`src/rtl/disp_vramrd_pkg.sv`:
```
// Shared constants for the display VRAM read master: resolution codes,
// per-resolution burst counts per frame, and the burst length.
package disp_vramrd_pkg;

   typedef logic [1:0] resol_t;

   localparam int C_BURST_LEN = 16;

   localparam resol_t P_RESOL_VGA  = 2'b00;
   localparam resol_t P_RESOL_XGA  = 2'b01;
   localparam resol_t P_RESOL_SXGA = 2'b10;

   // One burst carries 32 pixels (16 beats x 2 pixels)
   localparam int P_BURSTS_VGA  = 9600;
   localparam int P_BURSTS_XGA  = 24576;
   localparam int P_BURSTS_SXGA = 40960;

   // Reserved code 11 falls back to VGA
   function automatic int bursts_for(input resol_t resol, input int vga, input int xga,
                                     input int sxga);
      case (resol)
         P_RESOL_XGA:  return xga;
         P_RESOL_SXGA: return sxga;
         default:      return vga;
      endcase
   endfunction

endpackage

```
`src/rtl/disp_vramrd.sv`:
```
// AXI4 read master that fetches one frame of pixels per VSTART into the pixel FIFO.
//
// state     | meaning
// ----------+---------------------------------------------------------
// IDLE      | no frame in progress, waiting for VSTART with DISPON
// WAIT_ROOM | between bursts, waiting until the FIFO can take a burst
// ADDR      | raising ARVALID, then holding it until ARREADY
// DATA      | accepting beats into the FIFO until RLAST
module disp_vramrd
   import disp_vramrd_pkg::*;
#(
   parameter int C_AXI_DATA_WIDTH = 64,
   parameter int C_BURST_LEN      = disp_vramrd_pkg::C_BURST_LEN,
   parameter int C_CNT_WIDTH      = 16,
   parameter int C_BURSTS_VGA     = P_BURSTS_VGA,
   parameter int C_BURSTS_XGA     = P_BURSTS_XGA,
   parameter int C_BURSTS_SXGA    = P_BURSTS_SXGA
) (
   input  logic                        ACLK,
   input  logic                        ARESETN,
   input  logic                        DISPON,
   input  logic [31:0]                 DISPADDR,
   input  logic [1:0]                  RESOL,
   input  logic                        VSTART,
   output logic [31:0]                 ARADDR,
   output logic [7:0]                  ARLEN,
   output logic                        ARVALID,
   input  logic                        ARREADY,
   input  logic [C_AXI_DATA_WIDTH-1:0] RDATA,
   input  logic                        RLAST,
   input  logic                        RVALID,
   output logic                        RREADY,
   input  logic                        FIFO_FULL,
   output logic                        FIFO_WREN,
   output logic [C_AXI_DATA_WIDTH-1:0] FIFO_WDATA,
   output logic                        BUSY
);

   localparam logic [1:0] S_IDLE      = 2'd0;
   localparam logic [1:0] S_WAIT_ROOM = 2'd1;
   localparam logic [1:0] S_ADDR      = 2'd2;
   localparam logic [1:0] S_DATA      = 2'd3;

   localparam logic [31:0] BURST_BYTES = 32'(C_BURST_LEN * (C_AXI_DATA_WIDTH / 8));

   logic [1:0]             state_q;
   logic [31:0]            araddr_q;
   logic                   arvalid_q;
   logic                   rready_q;
   logic                   busy_q;
   logic [C_CNT_WIDTH-1:0] remaining_q;
   logic [C_CNT_WIDTH-1:0] frame_bursts;

   assign frame_bursts = C_CNT_WIDTH'(bursts_for(RESOL, C_BURSTS_VGA, C_BURSTS_XGA,
                                                 C_BURSTS_SXGA));

   always_ff @(posedge ACLK or negedge ARESETN) begin
      if (!ARESETN) begin
         state_q     <= S_IDLE;
         araddr_q    <= '0;
         arvalid_q   <= 1'b0;
         rready_q    <= 1'b0;
         busy_q      <= 1'b0;
         remaining_q <= '0;
      end else begin
         case (state_q)
            S_IDLE: begin
               if (VSTART && DISPON) begin
                  araddr_q    <= DISPADDR & 32'hFFFF_FF80;
                  remaining_q <= frame_bursts;
                  busy_q      <= 1'b1;
                  state_q     <= S_WAIT_ROOM;
               end
            end
            S_WAIT_ROOM: begin
               if (!FIFO_FULL) state_q <= S_ADDR;
            end
            S_ADDR: begin
               // First ADDR cycle raises ARVALID; handshake only counts once it is up
               if (!arvalid_q) begin
                  arvalid_q <= 1'b1;
               end else if (ARREADY) begin
                  arvalid_q <= 1'b0;
                  rready_q  <= 1'b1;
                  state_q   <= S_DATA;
               end
            end
            default: begin
               if (RVALID && RLAST) begin
                  rready_q    <= 1'b0;
                  araddr_q    <= araddr_q + BURST_BYTES;
                  remaining_q <= remaining_q - C_CNT_WIDTH'(1);
                  if (remaining_q == C_CNT_WIDTH'(1) || !DISPON) begin
                     busy_q  <= 1'b0;
                     state_q <= S_IDLE;
                  end else begin
                     state_q <= S_WAIT_ROOM;
                  end
               end
            end
         endcase
      end
   end

   assign ARADDR     = araddr_q;
   assign ARLEN      = 8'(C_BURST_LEN - 1);
   assign ARVALID    = arvalid_q;
   assign RREADY     = rready_q;
   assign BUSY       = busy_q;
   assign FIFO_WREN  = RVALID && rready_q;
   assign FIFO_WDATA = RDATA;

endmodule
```
`config.mk`:
```
export PLATFORM = sky130hd
export DESIGN_NAME = disp_vramrd
export DESIGN_NICKNAME = d
export VERILOG_FILES = /design/src/rtl/disp_vramrd_pkg.sv /design/src/rtl/disp_vramrd.sv
export SDC_FILE = /design/constraint.sdc
export NUM_CORES = 1
export LEC_CHECK = 0
export CORE_UTILIZATION = 37
export DETAILED_ROUTE_END_ITERATION = 8
export GPL_TIMING_DRIVEN = 1
export PLACE_DENSITY = 0.81
export SKIP_CTS_REPAIR_TIMING = 1
export SYNTH_ARGS = -nofsm -noshare
export SYNTH_HDL_FRONTEND = slang
export SYNTH_SLANG_ARGS = --single-unit
```
`constraint.sdc`:
```
create_clock -name ACLK -period 2.5 [get_ports ACLK]
set_input_delay 0.375 -clock ACLK [delete_from_list [all_inputs] [get_ports ACLK]]
set_output_delay 0.375 -clock ACLK [all_outputs]
set_load 0.01 [all_outputs]
```
==> results by group, run 1 <==
Run status
  – Status: completed

Place
  – Post-DP HPWL: 5816 µm
  – Port Buffer Count: 63
  – GP Congestion: 0.8103
  – Setup slack after placement: 262.0 ps

Timing
  – Setup tns final: 0 ps
  – Max Transition Viols Final: 0
  – Clock skew: 11.21 ps
  – Final min period: 2170 ps
  – Fmax: 460.9 MHz
  – Worst Setup Slack, final: 330.2 ps
  – Finish-stage setup viols: 0
  – Period utilization: 0.8679
  – Max-Slew Margin vs Limit: 0.4971
  – Least-Margin Pin Slew: 747.5 ps
  – RSZ-0062 raised after global routing: no
  – Hold Fails Final Rpt: 0

Finish
  – Antenna diodes: 0
  – # nets final: 512
  – Seq. cell area: 1151 µm²
  – # fillers: 885
  – Multi-input gate area in the final layout: 1548 µm²
  – Area Overhead vs Synth: 9.419%
  – Layout cells sized above 1: 0.06281

Worst setup path
  – Crit Path Max Fanout: 9
  – R2r setup slk: 330 ps
  – RR Startpoint: state_q[0]
  – Setup crit end kind: flip-flop
  – WS Path Type: reg -> reg
  – WP data arrival: 2360 ps
  – Worst reg-to-reg path cell count: 7
  – CP startpoint kind: flip-flop
  – Data required time of the worst path: 2690 ps
  – Reg2Reg Capture Point: remaining_q[6]

Synth
  – Flops & latches, synth: 46
  – Number of flops mapped to enable cells by yosys: 0
  – Ys Warns: 0
  – Synth cell types: 47
  – Sequential area share after synthesis: 0.3425
  – Count leader, synth: buf_4
  – Mapped Area: 3361 µm²
  – Syn avg cell area: 8.402 µm²
  – Synth cell count leaders: 79 x buf_4, 46 x dfrtp_1, 32 x a21oi_1
  – Area share of the largest cell type after synthesis: 0.3425
  – Top post-synthesis cells by area: dfrtp_1 34%, buf_4 18%, a21oi_1 4.8%
  – Dominant cell type by area after synthesis: dfrtp_1
  – Cells after Synth: 400
  – FFs w/ async S/R, synth: 1.000
  – Main synth FF type: dfrtp_1

Floorplanning
  – Initial Util: 0.3835
  – Die ar.: 9468 µm²
  – IO Count: 214
  – Die Span X: 97.31 µm
  – Core area: 8763 µm²
  – DIE HEIGHT: 97.31 µm
  – Row cnt: 34

Clock tree
  – Worst-skew pair later-pin latency: 300 ps
  – CTS HTree Levels: 2
  – Clock root cell: clkbuf_8
  – Cts bufs inserted: 5
  – Clk slew on worst S/H paths: 100 ps
  – Clock Path Buffers: 2
  – Clock tree from TritonCTS: done
  – CTS Sinks: 46

Job
  – Max-Cap Viols: 0

Routing
  – Post-Route WL: 7925 µm
  – Routed vias: 2758
  – Final ANT Viol Nets: 0
  – Per-cell routed wire length: 15.66 µm
  – Via/cell ratio: 5.451
  – Initial DRC Count: 145
  – DRC viols: 0
  – Drt first pass iters: 7

Global route
  – Largest net degree at the start of global routing: 49
  – First-pass GRT wire length: 12760 µm
  – Congestion Overflow GR: 0
  – Initial antenna violation count: 0
  – Vias in the first global route: 2679
  – Total GRT Usage: 0.1621

Power and ir drop
  – PwrDens: 1085 nW/µm²
  – Leakage: 1.482 nW
  – Max VDD drop: 0.5069 mV

Hold path
  – Hold Crit Class: in -> async
-- metal layers --
layer,global-route usage,share of wire,vias to the layer above
met5,0.005495,0,-
met1,0.1880,0.40,1289
li1,-,-,1323
met4,0.03733,0.010,0
met3,0.04173,0.080,12
met2,0.2974,0.51,134
-- logic make-up (layout without fill, tap and decap cells) --
kind of cell,after synthesis,in the layout,synth area share
adders and majority gates,9,9,0.03351
DFF,46,46,0.3425
other,2,15,0.002235
muxes,15,15,0.04542
buffers and inverters,107,92,0.2115
xor gates and xnor gates,10,10,0.02606
AOI/OAI and AO/OA,87,87,0.1486
and+or+nand+nor,124,124,0.1903
-- how the worst max path moves through the flow --
stage | startpoint | to | cells after the start
after floorplan | state_q[0] | remaining_q[6] | 9
after detailed placement | RVALID | remaining_q[13] | 7
after global routing | state_q[0] | remaining_q[6] | 7
after global placement | RVALID | remaining_q[13] | 7
final | state_q[0] | remaining_q[6] | 7
after CTS | state_q[0] | remaining_q[6] | 7
-- final cells by class --
| class | count | area share |
|---|---|---|
| Sequential cell | 46 | 0.3130 |
| Tap cell | 108 | 0.03675 |
| Multi-Input combinational cell | 260 | 0.4209 |
| Clock inverter | 3 | 0.005784 |
| Timing Repair Buffer | 72 | 0.1926 |
| Clock buffer | 5 | 0.01871 |
| Inverter | 12 | 0.01225 |
-- cell usage in the layout (no fill, tap or decap), drive strengths merged, types with 2 or more instances in the layout --
cell type / instances
conb: 15
or4: 2
o22ai: 20
a21oi: 32
nor2: 28
nand2: 24
nor3: 10
and3: 4
ha: 9
or3: 2
clkinv: 3
xnor2: 7
dfrtp: 46
inv: 11
nand3: 22
clkdlybuf4s50: 62
or2: 2
xor2: 3
nor4: 11
and2: 2
buf: 9
a31oi: 4
nand4: 11
clkbuf: 5
o21ai: 22
mux2i: 13
mux2: 2
-- report_power, final --
part	total (W)	switching [W]	leakage, nW	internal, W
Clock	0.000465	0.000268	0.0441	0.000197
Sequential	0.00146	0.000405	0.599	0.00105
Combinational	0.00207	0.00109	0.839	0.000981
-- flip-flops by register name, indices dropped and copies added (netlist names) --
signal and flops:
ARVALID 1, RREADY 1, remaining_q 16, state_q 2, ARADDR 25, BUSY 1
-- critical path: stages, from the launching register on --
cell	delay (ps)
dfrtp_1	390
inv_1	90
ha_1	280
a21boi_1	170
or3_1	470
nor4_1	420
xnor2_1	190
nor2_1	60
-- per-stage QoR --
step / hold WS [ps] / power (W) / instances / instance area, µm² / utilization
3_5_place_dp: 282.2 / 0.003528 / 497 / 3577 / 0.4082
6_report: 479.3 / 0.003991 / 506 / 3677 / 0.4196
5_1_grt: 487.2 / 0.004325 / 506 / 3677 / 0.4196
3_3_place_gp: 270.0 / 0.003425 / 497 / 3577 / 0.4082
2_1_floorplan: 79.41 / 0.002829 / 413 / 3410 / -
4_1_cts: -59.13 / 0.004012 / 505 / 3667 / 0.4185
No activity file was read; power rests on OpenSTA's default activity.
==> inputs of run 2 (changes only) <==
Settings changed: ABC_AREA set to 1, CAP_MARGIN set to 40, CORE_UTILIZATION 37 to 39.
==> results by group, run 2 <==
Run status
  – Status: completed

Clock tree
  – Worst-skew pair later-pin latency: 310 ps
  – CTS HTree Levels: 2
  – Clock Path Buffers: 2
  – Clock tree from TritonCTS: done
  – Clock root cell: clkbuf_8
  – CTS Sinks: 46
  – Cts bufs inserted: 5
  – Clk slew on worst S/H paths: 100 ps

Routing
  – Per-cell routed wire length: 12.89 µm
  – Drt first pass iters: 5
  – Final ANT Viol Nets: 0
  – Initial DRC Count: 148
  – DRC viols: 0
  – Via/cell ratio: 4.864
  – Post-Route WL: 9022 µm
  – Routed vias: 3405

Synth
  – Number of flops mapped to enable cells by yosys: 0
  – Area share of the largest cell type after synthesis: 0.3031
  – Syn avg cell area: 6.616 µm²
  – Synth cell count leaders: 156 x nand2_1, 80 x buf_4, 71 x nor2_1
  – Flops & latches, synth: 46
  – Main synth FF type: dfrtp_1
  – Cells after Synth: 574
  – Synth cell types: 31
  – Dominant cell type by area after synthesis: dfrtp_1
  – FFs w/ async S/R, synth: 1.000
  – Top post-synthesis cells by area: dfrtp_1 30%, buf_4 16%, nand2_1 15%
  – Sequential area share after synthesis: 0.3031
  – Count leader, synth: nand2_1
  – Ys Warns: 0
  – Mapped Area: 3797 µm²

Power and ir drop
  – Leakage: 1.976 nW
  – Max VDD drop: 0.6145 mV
  – PwrDens: 1204 nW/µm²

Timing
  – Setup tns final: 0 ps
  – Least-Margin Pin Slew: 687.0 ps
  – Clock skew: 11.45 ps
  – Max Transition Viols Final: 0
  – Max-Slew Margin vs Limit: 0.5420
  – Finish-stage setup viols: 0
  – Hold Fails Final Rpt: 0
  – Final min period: 2041 ps
  – Worst Setup Slack, final: 459.4 ps
  – Period utilization: 0.8162
  – RSZ-0062 raised after global routing: no
  – Fmax: 490.1 MHz

Floorplanning
  – DIE HEIGHT: 100.7 µm
  – Core area: 9328 µm²
  – Row cnt: 35
  – Initial Util: 0.4071
  – Die Span X: 100.7 µm
  – IO Count: 214
  – Die ar.: 10140 µm²

Worst setup path
  – Setup crit start: state_q[0]
  – Setup crit end kind: flip-flop
  – Data required time of the worst path: 2690 ps
  – RR Startpoint: state_q[0]
  – WP data arrival: 2230 ps
  – Reg2Reg Capture Point: remaining_q[13]
  – WS Path Type: reg -> reg
  – Crit Path Max Fanout: 31
  – CP startpoint kind: flip-flop
  – Setup crit end: remaining_q[13]
  – R2r setup slk: 460 ps
  – Worst reg-to-reg path cell count: 9

Finish
  – Antenna diodes: 0
  – Most frequent cells in the layout: 156 x nand2_1, 71 x nor2_1, 62 x clkdlybuf4s50_1
  – Max FFs per register: 25
  – Area Overhead vs Synth: 8.073%
  – Commonest non-fill, non-tap cell in the layout: nand2_1
  – Layout cells sized above 1: 0.04729
  – # nets final: 685

Hold path
  – Hold Crit Class: in -> async

Global route
  – Initial antenna violation count: 0
  – Congestion Overflow GR: 0
  – Total GRT Usage: 0.1832
  – Vias in the first global route: 3378
  – First-pass GRT wire length: 14930 µm
  – Largest net degree at the start of global routing: 36

Place
  – Port Buffer Count: 63
  – Post-DP HPWL: 6790 µm
  – Setup slack after placement: 310.8 ps
  – GP Congestion: 0.8614

Job
  – Max-Cap Viols: 0
-- run 2: changes by cell type after synthesis, sizes merged, moves of 5 or more --
cell,before,now
o22ai,20,2
xnor2,7,0
buf,84,90
a21oi,32,25
nand2,24,159
nor3,10,4
mux2i,13,0
nor4,11,0
nand3,22,33
nor2,28,74
o21ai,22,32
nand3b,0,5
clkbuf,11,4
inv,11,61
-- run 2: worst max-delay path: stages (launching register included) --
cell	delay, ps
dfrtp_1	410
inv_1	90
ha_1	280
nand2_2	110
nand2_2	70
a21oi_4	140
buf_4	320
nand3_1	190
o21ai_0	200
nand3_1	90
-- run 2: per-layer routing --
metal	up-vias	wire, µm	GRT usage
met1	1570	3533	0.2026
met2	105	4708	0.3330
met5	-	0	0
li1	1700	-	-
met3	30	517	0.03051
met4	0	263	0.1014
-- run 2: stage by stage --
step / utilization / cell area, µm² / std cells / hold WS, ps / power [W]
after floorplan: - / 3846 / 587 / 79.41 / 0.003544
after global placement: 0.4303 / 4014 / 692 / 450.5 / 0.004322
after detailed placement: 0.4303 / 4014 / 692 / 455.0 / 0.004466
after CTS: 0.4400 / 4104 / 700 / 116.3 / 0.004956
after global routing: 0.4400 / 4104 / 700 / 150.1 / 0.005440
final: 0.4400 / 4104 / 700 / 99.11 / 0.004940
-- run 2: area by class of cell --
| cell class | instances | area (µm²) |
|---|---|---|
| multi-input combinational | 386 | 1794 |
| clock buffer | 5 | 68.82 |
| inverter | 61 | 229.0 |
| fill | 977 | 5224 |
| sequential | 46 | 1151 |
| clock inverter | 3 | 21.27 |
| tap | 129 | 161.4 |
| timing repair buffer | 70 | 678.2 |
-- run 2: how the worst min path moves through the flow --
stage,startpoint,endpoint,slack [ps]
2_1_floorplan,ARESETN,ARADDR[10],80
3_3_place_gp,ARESETN,ARADDR[21],450
3_5_place_dp,ARESETN,ARADDR[31],460
4_1_cts,ARESETN,ARVALID,120
5_1_grt,ARESETN,ARADDR[29],150
6_report,ARESETN,ARADDR[31],100
-- run 2: power breakdown --
group | switching, W | internal, W
registers | 0.000431 | 0.00109
clock network | 0.000281 | 0.000197
logic | 0.00177 | 0.00117
-- run 2: cells by family after synthesis --
family | synth area share
and+or+nand+nor | 0.3189
AOI/OAI and AO/OA | 0.09753
buffers and inverters | 0.2372
adders and majority gates | 0.02965
xor gates and xnor gates | 0.01153
other | 0.001978
DFF | 0.3031
